<file path="config.mk">
export PLATFORM = sky130hd
export DESIGN_NAME = adc_frame_sequencer_flat
export DESIGN_NICKNAME = d
export VERILOG_FILES = /design/src/rtl/adc_frame_sequencer_if.sv /design/src/rtl/adc_frame_sequencer.sv /design/src/flat_wrapper.sv
export SDC_FILE = /design/constraint.sdc
export NUM_CORES = 1
export LEC_CHECK = 0
export CORE_ASPECT_RATIO = 0.7
export CORE_MARGIN = 1
export CORE_UTILIZATION = 51
export DETAILED_ROUTE_END_ITERATION = 10
export PLACE_DENSITY = 0.89
export SYNTH_ARGS = -nofsm -noshare
export SYNTH_HDL_FRONTEND = slang
export SYNTH_SLANG_ARGS = --single-unit
</file>
<file path="constraint.sdc">
create_clock -name clk -period 5 [get_ports clk]
set_clock_uncertainty 0.1 [all_clocks]
set_input_delay 1 -clock clk [delete_from_list [all_inputs] [get_ports clk]]
set_output_delay 1 -clock clk [all_outputs]
set_load 0.01 [all_outputs]
</file>
<file path="src/rtl/adc_frame_sequencer_if.sv">
// ADC handshake, sensor select and frame-buffer write port of the frame sequencer.
// The master modport is the sequencer side.
interface adc_frame_sequencer_if #(
   parameter int ADDR_W = 14
);
   logic [6:0]        row_sel;
   logic [6:0]        col_sel;
   logic              adc_start_n;
   logic              adc_done_n;
   logic [7:0]        adc_data;
   logic              wr_en;
   logic [ADDR_W-1:0] wr_addr;
   logic [7:0]        wr_data;

   modport master (
      output row_sel, col_sel, adc_start_n, wr_en, wr_addr, wr_data,
      input  adc_done_n, adc_data
   );

   modport slave (
      input  row_sel, col_sel, adc_start_n, wr_en, wr_addr, wr_data,
      output adc_done_n, adc_data
   );
endinterface

</file>
<file path="src/rtl/adc_frame_sequencer.sv">
// Frame-scan controller: steps row/col select, settles, handshakes with the serial ADC
// driver and writes each sample into the frame buffer at row*COLS+col.
module adc_frame_sequencer #(
   parameter int COLS         = 112,
   parameter int ROWS         = 112,
   parameter int ADDR_W       = 14,
   parameter int SETTLE_TICKS = 4,
   parameter int TIMEOUT      = 64
) (
   input  logic                  clk,
   input  logic                  reset,
   input  logic                  frame_start,
   output logic                  busy,
   output logic                  frame_done,
   output logic                  err,
   adc_frame_sequencer_if.master adcBus
);
   localparam int              SW          = $clog2(SETTLE_TICKS + 1);
   localparam int              TW          = $clog2(TIMEOUT + 1);
   localparam logic [6:0]      LAST_COL    = 7'(COLS - 1);
   localparam logic [6:0]      LAST_ROW    = 7'(ROWS - 1);
   localparam logic [SW-1:0]   SETTLE_LOAD = SW'(SETTLE_TICKS);
   localparam logic [TW-1:0]   TO_LOAD     = TW'(TIMEOUT);

   typedef enum logic [2:0] {
      IDLE,
      SETTLE,
      WAIT_DONE,
      WAIT_ACK,
      ADVANCE,
      DONE
   } state_t;

   state_t            state;
   logic [6:0]        rowSel;
   logic [6:0]        colSel;
   logic              startN;
   logic              wrEn;
   logic [ADDR_W-1:0] wrAddr;
   logic [7:0]        wrData;
   logic [SW-1:0]     settleCnt;
   logic [TW-1:0]     toCnt;

   assign adcBus.row_sel     = rowSel;
   assign adcBus.col_sel     = colSel;
   assign adcBus.adc_start_n = startN;
   assign adcBus.wr_en       = wrEn;
   assign adcBus.wr_addr     = wrAddr;
   assign adcBus.wr_data     = wrData;

   always_ff @(posedge clk or negedge reset) begin
      if (!reset) begin
         state      <= IDLE;
         rowSel     <= '0;
         colSel     <= '0;
         startN     <= 1'b1;
         wrEn       <= 1'b0;
         wrAddr     <= '0;
         wrData     <= '0;
         busy       <= 1'b0;
         frame_done <= 1'b0;
         err        <= 1'b0;
         settleCnt  <= '0;
         toCnt      <= '0;
      end else begin
         wrEn       <= 1'b0;
         frame_done <= 1'b0;
         case (state)
            IDLE: begin
               if (frame_start) begin
                  rowSel    <= '0;
                  colSel    <= '0;
                  wrAddr    <= '0;
                  err       <= 1'b0;
                  busy      <= 1'b1;
                  settleCnt <= SETTLE_LOAD;
                  state     <= SETTLE;
               end
            end
            SETTLE: begin
               if (settleCnt == '0) begin
                  startN <= 1'b0;
                  toCnt  <= TO_LOAD;
                  state  <= WAIT_DONE;
               end else begin
                  settleCnt <= settleCnt - SW'(1);
               end
            end
            // Expiry at a count of 1 bounds each handshake wait to exactly TIMEOUT cycles.
            WAIT_DONE: begin
               if (!adcBus.adc_done_n) begin
                  wrData <= adcBus.adc_data;
                  wrEn   <= 1'b1;
                  startN <= 1'b1;
                  toCnt  <= TO_LOAD;
                  state  <= WAIT_ACK;
               end else if (toCnt <= TW'(1)) begin
                  startN <= 1'b1;
                  err    <= 1'b1;
                  state  <= DONE;
               end else begin
                  toCnt <= toCnt - TW'(1);
               end
            end
            WAIT_ACK: begin
               if (adcBus.adc_done_n) begin
                  state <= ADVANCE;
               end else if (toCnt <= TW'(1)) begin
                  err   <= 1'b1;
                  state <= DONE;
               end else begin
                  toCnt <= toCnt - TW'(1);
               end
            end
            ADVANCE: begin
               settleCnt <= SETTLE_LOAD;
               state     <= SETTLE;
               if (colSel < LAST_COL) begin
                  colSel <= colSel + 7'd1;
                  wrAddr <= wrAddr + ADDR_W'(1);
               end else begin
                  colSel <= '0;
                  if (rowSel < LAST_ROW) begin
                     rowSel <= rowSel + 7'd1;
                     wrAddr <= wrAddr + ADDR_W'(1);
                  end else begin
                     state <= DONE;
                  end
               end
            end
            DONE: begin
               frame_done <= 1'b1;
               busy       <= 1'b0;
               state      <= IDLE;
            end
            default: state <= IDLE;
         endcase
      end
   end
endmodule

</file>
<file path="src/flat_wrapper.sv">
// flat-port wrapper written by rule: the top's interface ports become plain ports
module adc_frame_sequencer_flat 
#(
   parameter int COLS         = 112,
   parameter int ROWS         = 112,
   parameter int ADDR_W       = 14,
   parameter int SETTLE_TICKS = 4,
   parameter int TIMEOUT      = 64
)
  (clk, reset, frame_start, busy, frame_done, err, adcBus_row_sel, adcBus_col_sel, adcBus_adc_start_n, adcBus_wr_en, adcBus_wr_addr, adcBus_wr_data, adcBus_adc_done_n, adcBus_adc_data);
  adc_frame_sequencer_if #(.ADDR_W(ADDR_W)) adcBus_i ();
  input  logic clk;
  input  logic reset;
  input  logic frame_start;
  output logic busy;
  output logic frame_done;
  output logic err;
  output wire logic [$bits(adcBus_i.row_sel)-1:0] adcBus_row_sel;
  output wire logic [$bits(adcBus_i.col_sel)-1:0] adcBus_col_sel;
  output wire logic [$bits(adcBus_i.adc_start_n)-1:0] adcBus_adc_start_n;
  output wire logic [$bits(adcBus_i.wr_en)-1:0] adcBus_wr_en;
  output wire logic [$bits(adcBus_i.wr_addr)-1:0] adcBus_wr_addr;
  output wire logic [$bits(adcBus_i.wr_data)-1:0] adcBus_wr_data;
  input wire logic [$bits(adcBus_i.adc_done_n)-1:0] adcBus_adc_done_n;
  input wire logic [$bits(adcBus_i.adc_data)-1:0] adcBus_adc_data;
  assign adcBus_row_sel = adcBus_i.row_sel;
  assign adcBus_col_sel = adcBus_i.col_sel;
  assign adcBus_adc_start_n = adcBus_i.adc_start_n;
  assign adcBus_wr_en = adcBus_i.wr_en;
  assign adcBus_wr_addr = adcBus_i.wr_addr;
  assign adcBus_wr_data = adcBus_i.wr_data;
  assign adcBus_i.adc_done_n = adcBus_adc_done_n;
  assign adcBus_i.adc_data = adcBus_adc_data;
  adc_frame_sequencer #(.COLS(COLS), .ROWS(ROWS), .ADDR_W(ADDR_W), .SETTLE_TICKS(SETTLE_TICKS), .TIMEOUT(TIMEOUT)) u_core (.clk(clk), .reset(reset), .frame_start(frame_start), .busy(busy), .frame_done(frame_done), .err(err), .adcBus(adcBus_i));
endmodule
</file>
==> key figures, run 1 <==
Layout
  • P&R area growth vs syn: 21.9%
  • Storage element area: around 0.0014 mm^2
  • Area of the multi-input gates: 0.00153 mm^2
  • Share of layout cells above drive strength 1: 10.5%
  • Nets: 362
  • Fillcell total: 434
  • Finished layout cell area: 0.00366 mm^2
  • Ant. Diodes: 0

Logic synthesis
  • Synthesized area per cell: 10.2 um^2
  • Synth Area in Simple Gates: 20.7%
  • Post-Synth Adder-Cell Area: 3.63%
  • Sequential element share of the synthesized area: a little under half
  • Post-Syn Area: 0.00300 mm^2
  • Post-synth cell types: between 60 and 70
  • Synth Instances: 295
  • Yosys warning count: 0
  • Register bit total from synthesis: between 50 and 60
  • Number of synthesized flops with an enable pin: 0
  • Top FF cell, synth: dfrtp_1
  • Largest family of logic cells by synthesized area: simple AND/OR/NAND/NOR gates
  • Async SR Flop Fraction: 100%
  • Synth Net Count: 314
  • Mux share of post-synthesis cell area: 9.60%
  • Post-synthesis compound-gate area fraction: between 10% and 20%
  • Synth Area in XOR/XNOR: 0.584%

CTS
  • TritonCTS buffer count: 5
  • Setup bufs post-CTS: 0
  • CTS tree: yes
  • Clock Sinks: 54
  • Clock Tree Buf Depth: 2
  • Post-CTS Resized: 0
  • Cts-stage hold buffer count: 0
  • Worst-Skew Late Latency: 310 ps
  • Clock-pin transition on the worst setup and hold timing paths: 100 ps
  • Root buffer cell: clkbuf_8
  • H-Tree Depth: 2

Critical path
  • CP endpoint kind: flop
  • Worst R2R Setup Slack: 2580 ps
  • Reg2Reg Launch Point: u_core.state[2]
  • Critical Path RT: between 5000 and 6000 ps
  • Crit-path leading delay family: simple AND/OR/NAND/NOR gates
  • R2R depth: 4
  • FF-to-FF End: u_core.adcBus.wr_addr[0]
  • CP arrival: 2950 ps
  • Max incr delay on CP: 930 ps
  • WP depth: 4
  • CP Buf/Inv Count: 1
  • WS Path Type: primary input to flop
  • CP Max Fanout: 33
  • CP max stage cell: or4b_2
  • Startpoint Class: primary input
  • Cell chain of the critical path: clkdlybuf4s50_1 -> or4b_2 -> and3_1 -> a22o_1

Power and ir drop
  • Sw Ratio: 36.4%
  • Internal power: 984 uW
  • Seq pwr share: between 40% and 50%
  • Power consumption: between 1.5 and 2 mW
  • Power per cell area: 423 mW/mm^2
  • Maximum vdd drop: 343 uV
  • Clk network pwr share: a little under a fifth
  • P_sw: 563 uW
  • LEAKAGE: between 1.5 and 2 nW
  • Comb pwr share: 39.3%

Global routing
  • Antenna violations before repair: 0
  • Congestion Overflow GR: 0
  • Global-route wire length before repair: 10,900 um
  • Vias in the first global route: 2,343
  • GRT Total Usage: 22.7%
  • Largest net degree at the start of global routing: 55

Route
  • DR vias: 2,456
  • Drt first pass iters: 6
  • Routed len/inst: 15.5 um
  • First DRT Iteration DRCs: 199
  • DRT antenna net count: 0
  • Via-per-instance ratio: between 5 and 6
  • Number of remaining DRC errors: 0
  • Routed wire length: 6450 um

STA
  • Final worst slack: 2160 ps
  • Hold WS: ~410 ps
  • Slew HR: around 55%
  • Actual slew at the worst max-slew pin: 674 ps
  • Final hold violations: 0
  • RSZ-0062 raised after global routing: false
  • Min Tclk post-route: 2840 ps
  • Setup TNS: 0 ps
  • Slew Viols, Final: 0
  • Final worst-path cycle share: 56.7%
  • Setup violations, final: 0
  • Fmax: 0.353 GHz

Die
  • Site row count: 22
  • Die ar.: about 0.0062 mm^2
  • Core ar.: 0.00545 mm^2
  • Starting Density: 55.0%
  • Die X: 93.7 um
  • IO Count: 53
  • Die Ht: around 66 um

Place
  • Dpl ws: 1820 ps
  • Post-DP Area: ~0.0035 mm^2
  • Port buffer count: 52
  • DP HPWL: 4650 um
  • Gpl congestion: 0.900

Worst hold path
  • WHS Endpoint: u_core.settleCnt[2]
  • HP Class: flop to flop
  • Hold-critical path depth: 1
  • Hold_sp: u_core.settleCnt[2]

Flow run
  • Max Cap Viol: 0

Run status
  • Status: completed
[per-stage QoR]
stage	util [%]	cells
after CTS	67.1	416
final	67.1	416
after global placement	65.0	408
after global routing	67.1	416
after floorplan	-	295
after detailed placement	65.0	408
[logic make-up (layout without fill, tap and decap cells)]
family          Yosys count  count (layout)
fa+ha+maj                 9               9
flops                    54              54
simple gates            114             114
buf+inv                  26              75
compound gates           63              63
mux                      27              27
xor+xnor                  2               2
[cells in the final DEF (no fill, tap or decap), types with 2 or more instances in the layout]
cell type	n
dfrtp_1	53
clkdlybuf4s50_1	51
nand2_1	31
mux2i_1	16
inv_1	14
nor2_1	14
nand2b_1	12
nand3_1	10
nor3_1	10
o21ai_0	10
mux2_2	10
a21oi_1	9
ha_1	7
nor3b_1	5
a211oi_1	5
and3_1	5
o31ai_1	5
clkbuf_8	5
and4_1	4
nand4_1	4
a22o_1	4
or4_1	3
a21o_1	3
and2_1	2
a41o_1	2
nor2b_1	2
a21boi_0	2
or2b_1	2
or3_1	2
xor2_1	2
a22oi_1	2
o22ai_1	2
a2111oi_2	2
[Yosys cell counts (all sizes together), types with 5 or more instances]
cell / number / area (um^2)
dfrtp: 53 / 1330
nand2: 31 / 116
mux2i: 16 / 160
inv: 14 / 52.6
nor2: 14 / 52.6
nand2b: 12 / 75.1
mux2: 11 / 128
nor3: 11 / 60.1
a21oi: 10 / 53.8
nand3: 10 / 50.1
o21ai: 10 / 50.1
buf: 7 / 50.1
ha: 7 / 87.6
a211oi: 6 / 57.6
and3: 5 / 31.3
clkbuf: 5 / 18.8
nor3b: 5 / 37.5
o31ai: 5 / 37.5
[power by group through the flow]
stage / Clock (mW) / Combinational (mW) / Sequential [mW]
after floorplan: 0 / 0.418 / 0.635
after global placement: 0 / 0.583 / 0.639
after detailed placement: 0 / 0.608 / 0.648
after CTS: 0.303 / 0.610 / 0.640
after global routing: 0.322 / 0.673 / 0.659
final: 0.297 / 0.608 / 0.641
[final cells by class]
class,count,area share (%)
clock inverters,3,1.20
multi-input cells,215,41.7
well taps,72,2.46
flip-flops and latches,54,37.0
repair buffers,53,14.3
inverters,14,1.44
clock buffers,5,1.88
[state kept, by name, summed over array words and instances (netlist names)]
register and cells:
u_core.frame_done 1, u_core.adcBus.wr_addr 14, u_core.settleCnt 3, u_core.state 3, u_core.adcBus.row_sel 7, u_core.adcBus.wr_data 8
u_core.err 1, u_core.busy 1, u_core.adcBus.adc_start_n 1, u_core.adcBus.wr_en 1, u_core.adcBus.col_sel 7, u_core.toCnt 7
[routing by layer]
| metal | track usage [%] | vias to the layer above | wire (um) |
|---|---|---|---|
| met4 | 5.77 | 0 | 48 |
| li1 | - | 1174 | - |
| met1 | 31.8 | 1200 | 3090 |
| met5 | 0 | - | 0 |
| met2 | 35.8 | 75 | 2920 |
| met3 | 5.06 | 7 | 390 |
[worst max-delay path by stage]
| stage | start | endpoint |
|---|---|---|
| 2_1_floorplan | frame_start | u_core.adcBus.row_sel[2] |
| 3_5_place_dp | frame_start | u_core.adcBus.row_sel[6] |
| 5_1_grt | frame_start | u_core.adcBus.row_sel[6] |
| 4_1_cts | frame_start | u_core.adcBus.row_sel[6] |
| 3_3_place_gp | frame_start | u_core.adcBus.row_sel[6] |
| 6_report | frame_start | u_core.adcBus.row_sel[6] |
Note: power is estimated with default switching activity, not from simulation.
==> run 2: changes to the inputs <==
Clock period 5 ns to 2.8 ns, I/O delays scaled along.
==> run 2 against run 1 <==
Register-to-register slack worse by 2100 ps; clock-buffer cell count is 1 higher; hold slack worse by 240 ps; die area unchanged; clock power rose by 47%; setup slack got worse by 1700 ps; total power is 74% higher; cell count grew 1.2%; non-clock buffer count up 5; via count grew 0.20%.
==> key figures, run 2 (same netlist as run 1, synthesis figures left out) <==
Route
  • DR vias: 2,461
  • Drt first pass iters: 5
  • First DRT Iteration DRCs: 127
  • DRT antenna net count: 0
  • Via-per-instance ratio: roughly 6
  • Routed wire length: about 6500 um
  • Routed len/inst: 15.5 um
  • Number of remaining DRC errors: 0

Global routing
  • Met3 usage: 4.60%
  • Largest net degree at the start of global routing: 29
  • Global-route wire length before repair: 11,000 um
  • Congestion Overflow GR: 0
  • Antenna violations before repair: 0
  • GR Util met2: between 30% and 40%
  • GRT Max-Usage Layer: met2
  • Vias in the first global route: 2,278
  • GRT met1 Usage: roughly a third
  • GRT Total Usage: 23.1%

STA
  • Setup violations, final: 0
  • Final hold violations: 0
  • Min Tclk post-route: between 2000 and 2500 ps
  • Final worst-path cycle share: 81.7%
  • Final worst slack: 511 ps
  • Actual slew at the worst max-slew pin: 660 ps
  • Slew HR: 56.0%
  • Fmax: around 0.44 GHz
  • Setup TNS: 0 ps
  • Slew Viols, Final: 0
  • RSZ-0062 raised after global routing: false

CTS
  • CTS tree: yes
  • Worst-Skew Late Latency: between 300 and 400 ps
  • Clock Sinks: 54
  • Cts-stage hold buffer count: 0
  • TritonCTS buffer count: 5
  • Post-CTS Resized: 0
  • H-Tree Depth: 2
  • Clock-pin transition on the worst setup and hold timing paths: 100 ps
  • Clock Tree Buf Depth: 2
  • Root buffer cell: clkbuf_8
  • Setup bufs post-CTS: 0

Die
  • IO Count: 53
  • Core ar.: about 0.0055 mm^2
  • Die ar.: 0.00620 mm^2
  • Starting Density: 55.0%
  • Die X: 93.7 um
  • Site row count: 22
  • Die Ht: roughly 66 um

Place
  • Dpl ws: 216 ps
  • Port buffer count: 52
  • Gpl congestion: 0.834
  • DP HPWL: 4820 um

Worst hold path
  • HP Class: primary input to asynchronous set/reset pin

Layout
  • Nets: 367
  • Ant. Diodes: 0
  • Most frequent cells in the layout: dfrtp_1 (53), clkdlybuf4s50_1 (51), nand2_1 (31)
  • Most common cell after layout, fill and taps aside: dfrtp_1
  • Share of layout cells above drive strength 1: between 10 and 15%
  • Max reg flops: 14
  • P&R area growth vs syn: 22.7%

Power and ir drop
  • LEAKAGE: 1.59 nW
  • P_sw: between 1 and 1.5 mW
  • Sw Ratio: a little under two fifths
  • Power per cell area: 730 mW/mm^2
  • Maximum vdd drop: 609 uV
  • Comb pwr share: 41.2%
  • Clk network pwr share: between 15 and 20%
  • Internal power: approximately 1.7 mW
  • Seq pwr share: 42.5%

Run status
  • Status: completed

Critical path
  • Critical Path RT: 2910 ps
  • CP arrival: 2400 ps
  • CP Max Fanout: 16
  • CP endpoint kind: flop
  • WS Path Type: flop to flop
  • Startpoint Class: flop

Flow run
  • Max Cap Viol: 0
[run 2: changes by cell type in the layout (fill, tap and decap cells not counted), sizes merged]
cell    change
clkinv      +1
inv         -1
bufinv      -1
clkbuf      +1
buf         +5
[run 2: stage by stage]
stage | power, mW | util, % | hold WS (ps) | instance area [um^2] | std cells
global placement | 2.20 | 65.9 | 372 | 3590 | 413
floorplan | 1.88 | - | 164 | 3000 | 295
CTS | 2.69 | 67.5 | 183 | 3680 | 421
finish | 2.69 | 67.5 | 164 | 3680 | 421
detailed placement | 2.25 | 65.9 | 387 | 3590 | 413
global route | 2.87 | 67.5 | 209 | 3680 | 421
[run 2: worst paths after layout]
check                                            end           startpoint  cells past startpoint  slack (ps)
max                         u_core.adcBus.row_sel[6]      u_core.state[2]                      4         510
min                         u_core.adcBus.wr_addr[5]                reset                      1         160
max reg2reg                 u_core.adcBus.row_sel[6]      u_core.state[2]                      4         510
min reg2reg                      u_core.settleCnt[0]  u_core.settleCnt[0]                      1         410
max in group asynchronous  u_core.adcBus.adc_start_n                reset                      2        1790
min in group clk                 u_core.settleCnt[0]  u_core.settleCnt[0]                      1         410
[run 2: critical path, stage by stage, from the launching register on]
cell and delay, ps:
dfrtp_1 590, or3b_2 550, a211oi_4 540, nor3b_1 190
a22o_1 220
[run 2: cell type report]
class / instances / area [um^2]
clock buffer: 6 / 72.6
timing repair buffer: 58 / 573
clock inverter: 2 / 13.8
inverter: 14 / 52.6
fill: 438 / 1770
tap: 72 / 90.1
sequential: 54 / 1350
multi-input combinational: 215 / 1530
[run 2: power groups by stage]
stage          Sequential, mW  Clock [mW]  Combinational, mW
6_report                 1.14       0.438               1.11
5_1_grt                  1.17       0.475               1.22
4_1_cts                  1.14       0.446               1.11
3_5_place_dp             1.15           0               1.10
3_3_place_gp             1.14           0               1.06
2_1_floorplan            1.13           0              0.746
[run 2: routing by layer]
metal	up-vias	part of all wire [%]
li1	1186	-
met1	1184	49
met2	87	45
met3	4	5.7
met4	0	0.35
met5	-	0
==> run 3: changes to the inputs <==
Clock period 2.8 ns to 2.31 ns, I/O delays scaled along.
==> run 3 against run 2 <==
Design area rose by 3.3%; setup slack got worse by 360 ps; register-to-register slack worse by 360 ps; flip-flop and latch count is the same; fmax up 6.1%; die area stayed put; combinational power grew 32%; highest routed layer unchanged.
==> key figures, run 3 (same netlist as run 1, synthesis figures left out) <==
Route
  • Routed wire length: 6780 um
  • DR vias: between 2,000 and 3,000
  • First DRT Iteration DRCs: about 130
  • Routed len/inst: around 16 um
  • DRT antenna net count: 0
  • Via-per-instance ratio: 5.79
  • Number of remaining DRC errors: 0
  • Drt first pass iters: 4

Place
  • Gpl congestion: 0.850
  • Placed cell count: 428
  • DP HPWL: between 5000 and 6000 um
  • Port buffer count: 52
  • Dpl ws: -218 ps

Critical path
  • Startpoint Class: flop
  • CP endpoint kind: flop
  • CP arrival: 2290 ps
  • CP Max Fanout: 9
  • Critical Path RT: approximately 2400 ps
  • WS Path Type: flop to flop

Global routing
  • Global-route wire length before repair: about 11,000 um
  • Largest net degree at the start of global routing: 24
  • Antenna violations before repair: 0
  • Congestion Overflow GR: 0
  • GRT Total Usage: 23.7%
  • Vias in the first global route: 2,390

CTS
  • H-Tree Depth: 2
  • TritonCTS buffer count: 5
  • Worst-Skew Late Latency: roughly 310 ps
  • CTS tree: yes
  • Clock Tree Buf Depth: 2
  • Setup bufs post-CTS: 0
  • Clock-pin transition on the worst setup and hold timing paths: 100 ps
  • Root buffer cell: clkbuf_8
  • Clock Sinks: 54

Die
  • Starting Density: between 50% and 60%
  • IO Count: 53
  • Die X: 93.7 um
  • Core ar.: 0.00545 mm^2
  • Die Ht: 66.2 um
  • Site row count: 22
  • Die ar.: 0.00620 mm^2

STA
  • Slew Viols, Final: 0
  • Final hold violations: 0
  • RSZ-0062 raised after global routing: false
  • Actual slew at the worst max-slew pin: 556 ps
  • Slew HR: between 60% and 70%
  • Fmax: 0.464 GHz
  • Final worst-path cycle share: 93.4%
  • Setup violations, final: 0
  • Final worst slack: 153 ps
  • Min Tclk post-route: 2160 ps

Layout
  • Post-Layout Cell Count: roughly 440
  • Fillcell total: 430
  • Share of layout cells above drive strength 1: 15.9%
  • Nets: between 300 and 400
  • Most frequent cells in the layout: dfrtp_1 (53), clkdlybuf4s50_1 (51), nand2_1 (31)
  • P&R area growth vs syn: 26.8%
  • Most common cell after layout, fill and taps aside: dfrtp_1
  • Ant. Diodes: 0
  • Max reg flops: 14

Run status
  • Status: completed

Flow run
  • Max Cap Viol: 0

Power and ir drop
  • Maximum vdd drop: roughly 810 uV
  • LEAKAGE: 1.67 nW
  • Power per cell area: around 880 mW/mm^2

Worst hold path
  • HP Class: primary input to asynchronous set/reset pin
==> run 3: what timing repair did <==
| item | 4_1_cts | 5_1_grt |
|---|---|---|
| setup endpoints to repair | 0 | 2 |
| resized for setup | 0 | 4 |
| hold buffers | 0 | 0 |
==> run 3: where the power goes <==
part | internal, mW | leakage, nW | switching [mW] | total [mW]
logic | 0.728 | 0.908 | 0.733 | 1.46
registers | 1.16 | 0.713 | 0.200 | 1.36
clock network | 0.211 | 0.0450 | 0.300 | 0.511
==> run 3: area by class of cell <==
type                    instances  area [um^2]  area share, %
multi-input cells             215         1540           40.5
flip-flops and latches         54         1350           35.6
inverters                      14         52.6           1.38
repair buffers                 73          686           18.0
clock buffers                   6         72.6           1.91
clock inverters                 2         10.0          0.263
well taps                      72         90.1           2.37
==> run 3: stage by stage <==
step	power, mW	utilization, %	hold slack [ps]	instance area, um^2	TNS (ps)
detailed placement	2.82	68.0	382	3710	-452
floorplan	2.28	-	66.4	3000	0
finish	3.33	69.8	24.0	3800	0
CTS	3.33	69.5	36.4	3790	0
global route	3.56	69.8	47.6	3800	0
global placement	2.74	68.0	374	3710	-80.7
==> run 3: path summary, 6_finish.rpt <==
| check | from | endpoint | slack [ps] | cells after the start |
|---|---|---|---|---|
| min in group clk | u_core.err | u_core.err | 410 | 1 |
| worst max-delay path | u_core.state[2] | u_core.adcBus.row_sel[3] | 150 | 6 |
| worst max register to register | u_core.state[2] | u_core.adcBus.row_sel[3] | 150 | 6 |
| worst min register to register | u_core.err | u_core.err | 410 | 1 |
| worst min-delay path | reset | u_core.adcBus.row_sel[5] | 20 | 1 |
| max in group asynchronous | reset | u_core.adcBus.adc_start_n | 1430 | 2 |
==> run 3: routing by layer <==
layer,vias to the layer above,wire length [um],GRT usage [%]
met5,-,0,0
met4,0,62,5.19
met3,8,442,6.78
met2,86,3080,37.5
met1,1215,3200,32.4
li1,1215,-,-
==> run 3: worst max-delay path, cell delays in order, from the launching register on <==
cell and delay [ps]:
dfrtp_1 480, nor3b_2 220, buf_4 170, a311o_1 410, buf_4 180, nor3_1 310, mux2i_1 220
